$ cat config.mk
export PLATFORM = sky130hd
export DESIGN_NAME = matmul_input_loader_flat
export DESIGN_NICKNAME = d
export VERILOG_FILES = /design/src/rtl/matmul_input_loader_pkg.sv /design/src/rtl/matmul_input_loader_if.sv /design/src/rtl/matmul_input_loader_skid_buffer.sv /design/src/rtl/matmul_input_loader.sv /design/src/flat_wrapper.sv
export SDC_FILE = /design/constraint.sdc
export NUM_CORES = 1
export LEC_CHECK = 0
export CAP_MARGIN = 10
export CORE_MARGIN = 2
export CORE_UTILIZATION = 50
export CTS_CLUSTER_SIZE = 14
export DETAILED_ROUTE_END_ITERATION = 8
export PLACE_DENSITY = 0.82
export REMOVE_ABC_BUFFERS = 1
export SYNTH_ARGS = -nofsm -noshare
export SYNTH_HDL_FRONTEND = slang
export SYNTH_SLANG_ARGS = --single-unit
$ cat constraint.sdc
create_clock -name clk -period 4.55 [get_ports clk]
set_input_delay 0.91 -clock clk [delete_from_list [all_inputs] [get_ports clk]]
set_output_delay 0.91 -clock clk [all_outputs]
set_load 0.03 [all_outputs]
$ cat src/rtl/matmul_input_loader_pkg.sv
// -----------------------------------------------------------------------------
// matmul_input_loader_pkg
// Shared definitions for the matrix-multiplication input loader:
//   - default width parameters (also used by the matmul top)
//   - loader state encoding
//   - all-ones BRAM write-enable constant
// No ports (package).
// -----------------------------------------------------------------------------
package matmul_input_loader_pkg;

  // Width defaults shared with the matmul top.
  localparam int DEF_DWIDTH            = 8;
  localparam int DEF_AWIDTH            = 11;
  localparam int DEF_MAT_MUL_SIZE      = 8;
  localparam int DEF_MASK_WIDTH        = 8;
  localparam int DEF_ADDR_STRIDE_WIDTH = 8;
  localparam int DEF_CNT_WIDTH         = 8;
  localparam int DEF_ROW_WIDTH         = DEF_MAT_MUL_SIZE * DEF_DWIDTH;

  localparam logic [DEF_MASK_WIDTH-1:0] WE_ALL = {DEF_MASK_WIDTH{1'b1}};

  // Loader state encoding.
  localparam logic [2:0] S_IDLE   = 3'd0;
  localparam logic [2:0] S_LOAD_A = 3'd1;
  localparam logic [2:0] S_LOAD_B = 3'd2;
  localparam logic [2:0] S_KICK   = 3'd3;
  localparam logic [2:0] S_DONE   = 3'd4;

  typedef enum logic [2:0] {
    IDLE   = S_IDLE,
    LOAD_A = S_LOAD_A,
    LOAD_B = S_LOAD_B,
    KICK   = S_KICK,
    DONE   = S_DONE
  } loader_state_t;

endpackage

$ cat src/rtl/matmul_input_loader_if.sv
// -----------------------------------------------------------------------------
// matmul_input_loader_if
// Valid/ready row-word stream feeding the loader.
//   s_data  : row word payload (DATA_W bits)
//   s_valid : source has a word
//   s_ready : loader can take a word
// Modports: master = stream source, slave = loader.
// -----------------------------------------------------------------------------
interface matmul_input_loader_if #(
  parameter int DATA_W = 64
);
  logic [DATA_W-1:0] s_data;
  logic              s_valid;
  logic              s_ready;

  modport master (output s_data, output s_valid, input s_ready);
  modport slave  (input s_data, input s_valid, output s_ready);
endinterface

$ cat src/rtl/matmul_input_loader_skid_buffer.sv
// -----------------------------------------------------------------------------
// loader_skid_buffer
// Two-entry input buffer with a registered ready, used by the loader only when
// LOADER_INPUT_SKID_EN is defined (the whole module is compiled only then).
// Ports:
//   clk, resetn    : clock, asynchronous active-low reset
//   i_flush        : drop all buffered words
//   i_allow_next   : loader permits filling in the next cycle
//   i_valid/i_data : upstream word
//   i_pop          : consumer takes the head word when o_valid
//   o_ready        : registered ready toward upstream
//   o_valid/o_data : head word
// -----------------------------------------------------------------------------
`ifdef LOADER_INPUT_SKID_EN
module loader_skid_buffer #(
  parameter int WIDTH = 64
) (
  input  logic             clk,
  input  logic             resetn,
  input  logic             i_flush,
  input  logic             i_allow_next,
  input  logic             i_valid,
  input  logic [WIDTH-1:0] i_data,
  input  logic             i_pop,
  output logic             o_ready,
  output logic             o_valid,
  output logic [WIDTH-1:0] o_data
);
  logic [WIDTH-1:0] r_mem [2];
  logic             r_wptr;
  logic             r_rptr;
  logic [1:0]       r_fill;
  logic             r_ready;
  logic [1:0]       w_fill_next;
  logic             w_push;
  logic             w_pop;

  assign w_push  = i_valid && r_ready;
  assign w_pop   = i_pop && (r_fill != 2'd0);
  assign o_ready = r_ready;
  assign o_valid = (r_fill != 2'd0);
  assign o_data  = r_mem[r_rptr];

  always_comb begin
    w_fill_next = r_fill;
    if (i_flush) begin
      w_fill_next = 2'd0;
    end else begin
      w_fill_next = r_fill + {1'b0, w_push} - {1'b0, w_pop};
    end
  end

  always_ff @(posedge clk) begin
    if (w_push && !i_flush) begin
      r_mem[r_wptr] <= i_data;
    end
  end

  always_ff @(posedge clk or negedge resetn) begin
    if (!resetn) begin
      r_wptr  <= 1'b0;
      r_rptr  <= 1'b0;
      r_fill  <= 2'd0;
      r_ready <= 1'b0;
    end else begin
      if (i_flush) begin
        r_wptr <= 1'b0;
        r_rptr <= 1'b0;
      end else begin
        if (w_push) r_wptr <= ~r_wptr;
        if (w_pop)  r_rptr <= ~r_rptr;
      end
      r_fill  <= w_fill_next;
      // Ready for next cycle: room left and the loader still wants words.
      r_ready <= i_allow_next && (w_fill_next != 2'd2);
    end
  end
endmodule
`endif

$ cat src/rtl/matmul_input_loader.sv
// -----------------------------------------------------------------------------
// matmul_input_loader
// Accepts a valid/ready stream of row words and writes them through the
// external ports of BRAM A, then BRAM B, walking each matrix from its base
// address by a stride. After the last word, optionally pulses start_reg.
// Optional feature macro: LOADER_INPUT_SKID_EN (2-entry skid buffer on the
// stream, registered s_ready, write latency 2). Default: combinational s_ready.
// Ports:
//   clk, resetn                        : clock, asynchronous active-low reset
//   load_start                         : begin a load (IDLE/DONE only)
//   address_mat_a/b, address_stride_a/b, num_words_a/b, auto_start : load setup
//   s_if (slave)                       : row-word stream
//   bram_addr/wdata/we_{a,b}_ext       : BRAM external write ports
//   start_reg                          : one-cycle matmul start pulse
//   busy, load_done                    : status
// -----------------------------------------------------------------------------
module matmul_input_loader
  import matmul_input_loader_pkg::*;
#(
  parameter int DWIDTH            = DEF_DWIDTH,
  parameter int AWIDTH            = DEF_AWIDTH,
  parameter int MAT_MUL_SIZE      = DEF_MAT_MUL_SIZE,
  parameter int MASK_WIDTH        = DEF_MASK_WIDTH,
  parameter int ADDR_STRIDE_WIDTH = DEF_ADDR_STRIDE_WIDTH,
  parameter int CNT_WIDTH         = DEF_CNT_WIDTH
) (
  input  logic                             clk,
  input  logic                             resetn,
  input  logic                             load_start,
  input  logic [AWIDTH-1:0]                address_mat_a,
  input  logic [AWIDTH-1:0]                address_mat_b,
  input  logic [ADDR_STRIDE_WIDTH-1:0]     address_stride_a,
  input  logic [ADDR_STRIDE_WIDTH-1:0]     address_stride_b,
  input  logic [CNT_WIDTH-1:0]             num_words_a,
  input  logic [CNT_WIDTH-1:0]             num_words_b,
  input  logic                             auto_start,
  matmul_input_loader_if.slave             s_if,
  output logic [AWIDTH-1:0]                bram_addr_a_ext,
  output logic [MAT_MUL_SIZE*DWIDTH-1:0]   bram_wdata_a_ext,
  output logic [MASK_WIDTH-1:0]            bram_we_a_ext,
  output logic [AWIDTH-1:0]                bram_addr_b_ext,
  output logic [MAT_MUL_SIZE*DWIDTH-1:0]   bram_wdata_b_ext,
  output logic [MASK_WIDTH-1:0]            bram_we_b_ext,
  output logic                             start_reg,
  output logic                             busy,
  output logic                             load_done
);
  localparam int RW = MAT_MUL_SIZE * DWIDTH;
  localparam logic [MASK_WIDTH-1:0] WE_ONES = {MASK_WIDTH{1'b1}};

  loader_state_t              r_state, w_state_next;
  logic [AWIDTH-1:0]          r_addr_a, r_addr_b;
  logic [ADDR_STRIDE_WIDTH-1:0] r_stride_a, r_stride_b;
  logic [CNT_WIDTH-1:0]       r_cnt, r_num_b;
  logic                       r_auto;
  logic [AWIDTH-1:0]          r_bram_addr_a, r_bram_addr_b;
  logic [RW-1:0]              r_bram_wdata_a, r_bram_wdata_b;
  logic [MASK_WIDTH-1:0]      r_we_a, r_we_b;
  logic                       w_in_load, w_load, w_take, w_last;
  logic [RW-1:0]              w_data;

  assign w_in_load = (r_state == LOAD_A) || (r_state == LOAD_B);
  assign w_load    = load_start && ((r_state == IDLE) || (r_state == DONE));
  assign w_last    = w_take && (r_cnt == CNT_WIDTH'(1));

`ifdef LOADER_INPUT_SKID_EN
  logic               w_buf_valid, w_buf_ready, w_flush, w_allow_next, w_push;
  logic [RW-1:0]      w_buf_data;
  logic [CNT_WIDTH:0] r_acc, r_total, w_acc_next, w_total_next;

  // Accepted words are counted across both matrices so the buffer never
  // takes a word beyond the requested total.
  assign w_push       = s_if.s_valid && w_buf_ready;
  assign w_acc_next   = w_load ? '0 : r_acc + {{CNT_WIDTH{1'b0}}, w_push};
  assign w_total_next = w_load ? ({1'b0, num_words_a} + {1'b0, num_words_b}) : r_total;
  assign w_allow_next = ((w_state_next == LOAD_A) || (w_state_next == LOAD_B)) &&
                        (w_acc_next < w_total_next);
  assign w_flush      = (w_state_next == KICK) || (w_state_next == DONE);

  always_ff @(posedge clk or negedge resetn) begin
    if (!resetn) begin
      r_acc   <= '0;
      r_total <= '0;
    end else begin
      r_acc   <= w_acc_next;
      r_total <= w_total_next;
    end
  end

  loader_skid_buffer #(.WIDTH(RW)) u_skid (
    .clk          (clk),
    .resetn       (resetn),
    .i_flush      (w_flush),
    .i_allow_next (w_allow_next),
    .i_valid      (s_if.s_valid),
    .i_data       (s_if.s_data),
    .i_pop        (w_in_load),
    .o_ready      (w_buf_ready),
    .o_valid      (w_buf_valid),
    .o_data       (w_buf_data)
  );

  assign s_if.s_ready = w_buf_ready;
  assign w_take       = w_buf_valid && w_in_load;
  assign w_data       = w_buf_data;
`else
  assign s_if.s_ready = w_in_load;
  assign w_take       = s_if.s_valid && w_in_load;
  assign w_data       = s_if.s_data;
`endif

  always_comb begin
    w_state_next = r_state;
    case (r_state)
      IDLE, DONE: begin
        if (load_start) begin
          if (num_words_a != '0)      w_state_next = LOAD_A;
          else if (num_words_b != '0) w_state_next = LOAD_B;
          else                        w_state_next = DONE;
        end
      end
      LOAD_A: begin
        if (w_last) begin
          if (r_num_b != '0) w_state_next = LOAD_B;
          else               w_state_next = r_auto ? KICK : DONE;
        end
      end
      LOAD_B: begin
        if (w_last) w_state_next = r_auto ? KICK : DONE;
      end
      KICK:    w_state_next = DONE;
      default: w_state_next = IDLE;
    endcase
  end

  always_ff @(posedge clk or negedge resetn) begin
    if (!resetn) begin
      r_state        <= IDLE;
      r_addr_a       <= '0;
      r_addr_b       <= '0;
      r_stride_a     <= '0;
      r_stride_b     <= '0;
      r_cnt          <= '0;
      r_num_b        <= '0;
      r_auto         <= 1'b0;
      r_bram_addr_a  <= '0;
      r_bram_addr_b  <= '0;
      r_bram_wdata_a <= '0;
      r_bram_wdata_b <= '0;
      r_we_a         <= '0;
      r_we_b         <= '0;
    end else begin
      r_state <= w_state_next;
      r_we_a  <= '0;
      r_we_b  <= '0;
      if (w_load) begin
        r_addr_a   <= address_mat_a;
        r_addr_b   <= address_mat_b;
        r_stride_a <= address_stride_a;
        r_stride_b <= address_stride_b;
        r_num_b    <= num_words_b;
        r_auto     <= auto_start;
        // Counter loads for whichever matrix is entered first.
        r_cnt      <= (num_words_a != '0) ? num_words_a : num_words_b;
      end else if (w_take) begin
        if (r_state == LOAD_A) begin
          r_bram_addr_a  <= r_addr_a;
          r_bram_wdata_a <= w_data;
          r_we_a         <= WE_ONES;
          r_addr_a       <= r_addr_a + AWIDTH'(r_stride_a);
          // Reload for B when the last A word goes out.
          r_cnt          <= w_last ? r_num_b : r_cnt - CNT_WIDTH'(1);
        end else begin
          r_bram_addr_b  <= r_addr_b;
          r_bram_wdata_b <= w_data;
          r_we_b         <= WE_ONES;
          r_addr_b       <= r_addr_b + AWIDTH'(r_stride_b);
          r_cnt          <= r_cnt - CNT_WIDTH'(1);
        end
      end
    end
  end

  assign bram_addr_a_ext  = r_bram_addr_a;
  assign bram_wdata_a_ext = r_bram_wdata_a;
  assign bram_we_a_ext    = r_we_a;
  assign bram_addr_b_ext  = r_bram_addr_b;
  assign bram_wdata_b_ext = r_bram_wdata_b;
  assign bram_we_b_ext    = r_we_b;
  assign start_reg        = (r_state == KICK);
  assign busy             = w_in_load || (r_state == KICK);
  assign load_done        = (r_state == DONE);

endmodule

$ cat src/flat_wrapper.sv
// flat-port wrapper written by rule: the top's interface ports become plain ports
module matmul_input_loader_flat import matmul_input_loader_pkg::*;
#(
  parameter int DWIDTH            = DEF_DWIDTH,
  parameter int AWIDTH            = DEF_AWIDTH,
  parameter int MAT_MUL_SIZE      = DEF_MAT_MUL_SIZE,
  parameter int MASK_WIDTH        = DEF_MASK_WIDTH,
  parameter int ADDR_STRIDE_WIDTH = DEF_ADDR_STRIDE_WIDTH,
  parameter int CNT_WIDTH         = DEF_CNT_WIDTH
)
  (clk, resetn, load_start, address_mat_a, address_mat_b, address_stride_a, address_stride_b, num_words_a, num_words_b, auto_start, bram_addr_a_ext, bram_wdata_a_ext, bram_we_a_ext, bram_addr_b_ext, bram_wdata_b_ext, bram_we_b_ext, start_reg, busy, load_done, s_if_s_data, s_if_s_valid, s_if_s_ready);
  matmul_input_loader_if #(.DATA_W(64)) s_if_i ();
  input  logic clk;
  input  logic resetn;
  input  logic load_start;
  input  logic [AWIDTH-1:0] address_mat_a;
  input  logic [AWIDTH-1:0] address_mat_b;
  input  logic [ADDR_STRIDE_WIDTH-1:0] address_stride_a;
  input  logic [ADDR_STRIDE_WIDTH-1:0] address_stride_b;
  input  logic [CNT_WIDTH-1:0] num_words_a;
  input  logic [CNT_WIDTH-1:0] num_words_b;
  input  logic auto_start;
  output logic [AWIDTH-1:0] bram_addr_a_ext;
  output logic [MAT_MUL_SIZE*DWIDTH-1:0] bram_wdata_a_ext;
  output logic [MASK_WIDTH-1:0] bram_we_a_ext;
  output logic [AWIDTH-1:0] bram_addr_b_ext;
  output logic [MAT_MUL_SIZE*DWIDTH-1:0] bram_wdata_b_ext;
  output logic [MASK_WIDTH-1:0] bram_we_b_ext;
  output logic start_reg;
  output logic busy;
  output logic load_done;
  input wire logic [$bits(s_if_i.s_data)-1:0] s_if_s_data;
  input wire logic [$bits(s_if_i.s_valid)-1:0] s_if_s_valid;
  output wire logic [$bits(s_if_i.s_ready)-1:0] s_if_s_ready;
  assign s_if_i.s_data = s_if_s_data;
  assign s_if_i.s_valid = s_if_s_valid;
  assign s_if_s_ready = s_if_i.s_ready;
  matmul_input_loader #(.DWIDTH(DWIDTH), .AWIDTH(AWIDTH), .MAT_MUL_SIZE(MAT_MUL_SIZE), .MASK_WIDTH(MASK_WIDTH), .ADDR_STRIDE_WIDTH(ADDR_STRIDE_WIDTH), .CNT_WIDTH(CNT_WIDTH)) u_core (.clk(clk), .resetn(resetn), .load_start(load_start), .address_mat_a(address_mat_a), .address_mat_b(address_mat_b), .address_stride_a(address_stride_a), .address_stride_b(address_stride_b), .num_words_a(num_words_a), .num_words_b(num_words_b), .auto_start(auto_start), .s_if(s_if_i), .bram_addr_a_ext(bram_addr_a_ext), .bram_wdata_a_ext(bram_wdata_a_ext), .bram_we_a_ext(bram_we_a_ext), .bram_addr_b_ext(bram_addr_b_ext), .bram_wdata_b_ext(bram_wdata_b_ext), .bram_we_b_ext(bram_we_b_ext), .start_reg(start_reg), .busy(busy), .load_done(load_done));
endmodule
Yosys cells after proc, flatten, opt, wreduce, memory -nomap -nowiden
Cells that the tools add are included.
{"block": "totals", "regBits": 224, "input_bits": 123, "word_cells": 71}
{"block": "classes", "add_sub_neg": 3, "eq_ne": 9, "mux": 25, "bitwise_logic": 2, "n_reduce_logical": 18}
{"operator": "$mux W8", "n": 11}
{"operator": "$mux W11", "n": 6}
{"operator": "$reduce_bool A8 Y1", "n": 3}
{"operator": "$add A11 B8 Y11", "n": 2}
{"operator": "$mux W3", "n": 7}
{"operator": "$pmux W3 S4", "n": 1}
{"operator": "$reduce_and A3 Y1", "n": 3}
{"operator": "$eq A8 B1 Y1 const B", "n": 1}
{"operator": "$sub A8 B1 Y8 const B", "n": 1}
{"operator": "$eq A3 B2 Y1 const B", "n": 2}
{"operator": "$ne A2 B1 Y1 const B", "n": 3}
{"operator": "$reduce_and A2 Y1", "n": 2}
{"operator": "$reduce_bool A2 Y1", "n": 2}
{"operator": "$eq A3 B1 Y1 const B", "n": 1}
{"operator": "$eq A3 B3 Y1 const B", "n": 1}
{"operator": "$logic_and A1 B1 Y1", "n": 3}
{"operator": "$logic_not A3 Y1", "n": 1}
{"operator": "$logic_or A1 B1 Y1", "n": 3}
{"operator": "$ne A2 B2 Y1 const B", "n": 1}
{"operator": "$not A1 Y1", "n": 2}
{"operator": "$reduce_or A2 Y1", "n": 1}

Longest topological paths before layout
{"block": "depth", "depth_word": 8, "mapped_depth": 9}

Least setup slack after synthesis
OpenSTA, ideal clock, no wires.
{"block": "synth_timing", "kind": "register to output", "start": "register u_core.r_state[1]", "end": "output start_reg", "arrival_ns": 1.352, "required_ns": 3.640, "slack_ns": 2.288, "stages_incl_launch_ff": 4, "n_path_buf": 1, "path_cell_list": "dfrtp_1 > buf_2 > inv_1 > nor3_1"}
{"block": "synth_via", "elab_chain_cells": 1}
{"item": "from (decl)", "line_no": "matmul_input_loader.sv:51", "text": "loader_state_t r_state, w_state_next;"}
{"item": "from (signal assigned)", "line_no": "matmul_input_loader.sv:153", "text": "r_state <= w_state_next;"}
{"item": "$eq A3 B2 Y1", "line_no": "matmul_input_loader.sv:190", "text": "assign start_reg = (r_state == KICK);"}
{"item": "to (decl)", "line_no": "flat_wrapper.sv:29", "text": "output logic start_reg;"}
Every way passes these cells.

Worst setup path in the final report
Ends and elaborated chain as after synthesis.

==> flow_metrics.py <==
metrics = {
    "critical_path": {
        "critPathCaptureType": "primary output",
        "critPathKind": "register to primary output",
        "path_max_fanout": 12,
        "cp.required_ps": 3640,
        "critPathLaunchType": "register",
        "arrival_ps": 2250,
    },
    "global_routing": {
        "grt_start_max_net_pins": 121,
        "grt_pass1_vias": 8320,
        "grt_usage": 0.264,
        "overflow": 0,
        "antenna_found_initial": 1,
        "grt_first_pass_wirelength_um": 42800,
    },
    "synth": {
        "yosysWarnings": 0,
        "syn_avg_cell_area_um2": 8.76,
        "yosysSeqAreaShare": 0.554,
        "synth.top_cells.by_area": "dfrtp_1 55%, nand2_1 22%, ha_1 2.4%, o21ai_0 1.5%, buf_4 1.3%",
        "synth.distinct_cells": 68,
        "async_flop_share": 1.00,
        "synthMostInstantiatedCell": "nand2_1",
        "synth-seq-cells": 210,
        "synthTopCellsByCount": "551 x nand2_1, 210 x dfrtp_1, 29 x o21ai_0, 25 x clkbuf_1, 22 x nor2_1",
        "syn_inst": 1082,
        "synth_top_area_cell": "dfrtp_1",
        "synth_top_area_share": 0.554,
        "synth_area_um2": 9480,
        "yosys_most_used_dff": "dfrtp_1",
        "synth_edf_count": 0,
    },
    "power_and_ir_drop": {
        "power_density_nw_per_um2": 792,
        "ir_worst_vdd_uv": 339,
        "p_leak_uw": 0.00635,
    },
    "outcome": {
        "outcome": "complete, no violations",
    },
    "route": {
        "finalWirelength_um": 26600,
        "first_pass_iters": 4,
        "drcViolationCount": 0,
        "antenna_left": 0,
        "drtIter0Drc": 524,
        "wire_per_inst_um": 16.7,
        "via_per_inst": 5.31,
        "vias": 8476,
    },
    "clocking": {
        "cts_resized": 0,
        "cts_tree": "done",
        "post-cts-setup-buffers": 0,
        "clkTransAtPathRegs_ps": 60,
        "clk_path_buf_depth": 3,
        "cts-htree-levels": 1,
        "postCtsHoldBufs": 0,
        "insertion_delay_ps": 500,
        "cts_made_buffers": 22,
        "cts.sinks": 210,
        "cts-root-buf": "clkbuf_16",
    },
    "layout": {
        "fin_nets": 1488,
        "area_delta_synth_final_pct": 38.8,
        "fillers": 1465,
        "fin_util": 0.706,
        "drive_gt1_frac": 0.0426,
    },
    "timing": {
        "slew_violations": 0,
        "worstMarginPinSlew_ps": 1030,
        "rsz0062_at_grt": "false",
        "skew_ps": 7.04,
        "setup_viol": 0,
        "max-slew-margin-rel": 0.310,
        "min_period_ps": 3160,
        "min_period_over_period": 0.694,
        "clock.fmax_mhz": 317,
        "tns_ps": 0,
        "hold_viol": 0,
    },
    "floorplanning": {
        "dieArea_um2": 20100,
        "core_area_um2": 18600,
        "start_util": 0.508,
        "ioPinCount": 293,
        "die_x_um": 142,
        "fp.dieH_um": 142,
        "rows": 50,
    },
    "job": {
        "max_cap_violations": 0,
    },
    "worst_hold_path": {
        "hold_class": "register to register",
    },
    "placed_design": {
        "gp_congestion": 0.850,
        "numPortBuffers": 292,
        "post-dp-hpwl_um": 18400,
    },
}
cells in the final DEF (no fill, tap or decap), drive strengths merged, types with 5 or more instances in the layout:
cell / n
a211oi: 10
ha: 18
clkbuf: 38
nand3: 9
o211ai: 8
o31ai: 5
nand2b: 7
xor2: 7
nor2: 23
nor3b: 7
nor3: 7
clkdlybuf4s50: 291
buf: 11
a22oi: 11
inv: 20
nand2: 553
dfrtp: 210
a21oi: 20
nor4: 5
o21ai: 30
a31oi: 7
final timing paths:
check	startpoint	end	slack [ps]	depth (start not counted)
setup reg to reg	u_core.r_state[0]	u_core.r_cnt[3]	1810	7
min in group asynchronous	resetn	u_core.bram_wdata_b_ext[20]	530	1
hold / removal	u_core.bram_wdata_b_ext[3]	u_core.bram_wdata_b_ext[3]	470	2
hold reg to reg	u_core.bram_wdata_b_ext[3]	u_core.bram_wdata_b_ext[3]	470	2
setup / recovery	u_core.r_state[1]	start_reg	1390	3
max in group asynchronous	resetn	u_core.bram_wdata_b_ext[56]	2950	2
metrics by stage:
step                hold slack, ps  instances  worst slack, ps  instance area [µm²]  total power, µW
finish                         471       1597             1390                13200            10400
global route                   487       1596             1300                13200            11100
CTS                            476       1595             1380                13200            10500
detailed placement             461       1555             1010                12500             8730
global placement               456       1555             1050                12500             8560
floorplan                      452       1018              675                 9150             6500
power by group:
| part | internal, µW | leakage, µW | switching [µW] |
|---|---|---|---|
| registers | 2740 | 0.00261 | 581 |
| clock network | 982 | 0.000326 | 713 |
| logic | 2120 | 0.00341 | 3280 |
| total | 5840 | 0.00635 | 4580 |
layout make-up:
type / instances / area [µm²] / area share
Sequential cell: 210 / 5260 / 0.399
Clock buffer: 37 / 658 / 0.0500
Timing Repair Buffer: 303 / 3020 / 0.230
Inverter: 20 / 77.6 / 0.00590
Multi-Input combinational cell: 788 / 3830 / 0.291
Antenna cell: 2 / 5.00 / 0.000380
Clock inverter: 3 / 17.5 / 0.00133
Tap cell: 234 / 293 / 0.0223
state kept, by name, indices dropped and copies added, names as in the netlist, 3 cells and up:
signal                   cells
u_core.bram_wdata_a_ext     64
u_core.bram_wdata_b_ext     64
u_core.bram_addr_a_ext      11
u_core.bram_addr_b_ext      11
u_core.r_addr_a             11
u_core.r_addr_b             11
u_core.r_cnt                 8
u_core.r_num_b               8
u_core.r_stride_a            8
u_core.r_stride_b            8
u_core.r_state               3
kinds of logic after synthesis:
kind of cell | share of synthesized area
xor+xnor | 0.00739
buf+inv | 0.0426
flops | 0.554
mux | 0.00343
simple gates | 0.275
compound gates | 0.0882
fa+ha+maj | 0.0290
critical path, stage by stage, from the launching register on:
cell and delay [ps]:
dfrtp_1 630, inv_1 150, nor3_1 260, clkdlybuf4s50_1 710
routing by layer:
layer	global-route usage	up-vias	wire, µm
met2	0.453	320	13100
li1	-	4059	-
met4	0.0947	0	974
met1	0.340	4033	10800
met5	0	-	0
met3	0.0449	64	1760
No activity file was read; power rests on OpenSTA's default activity.
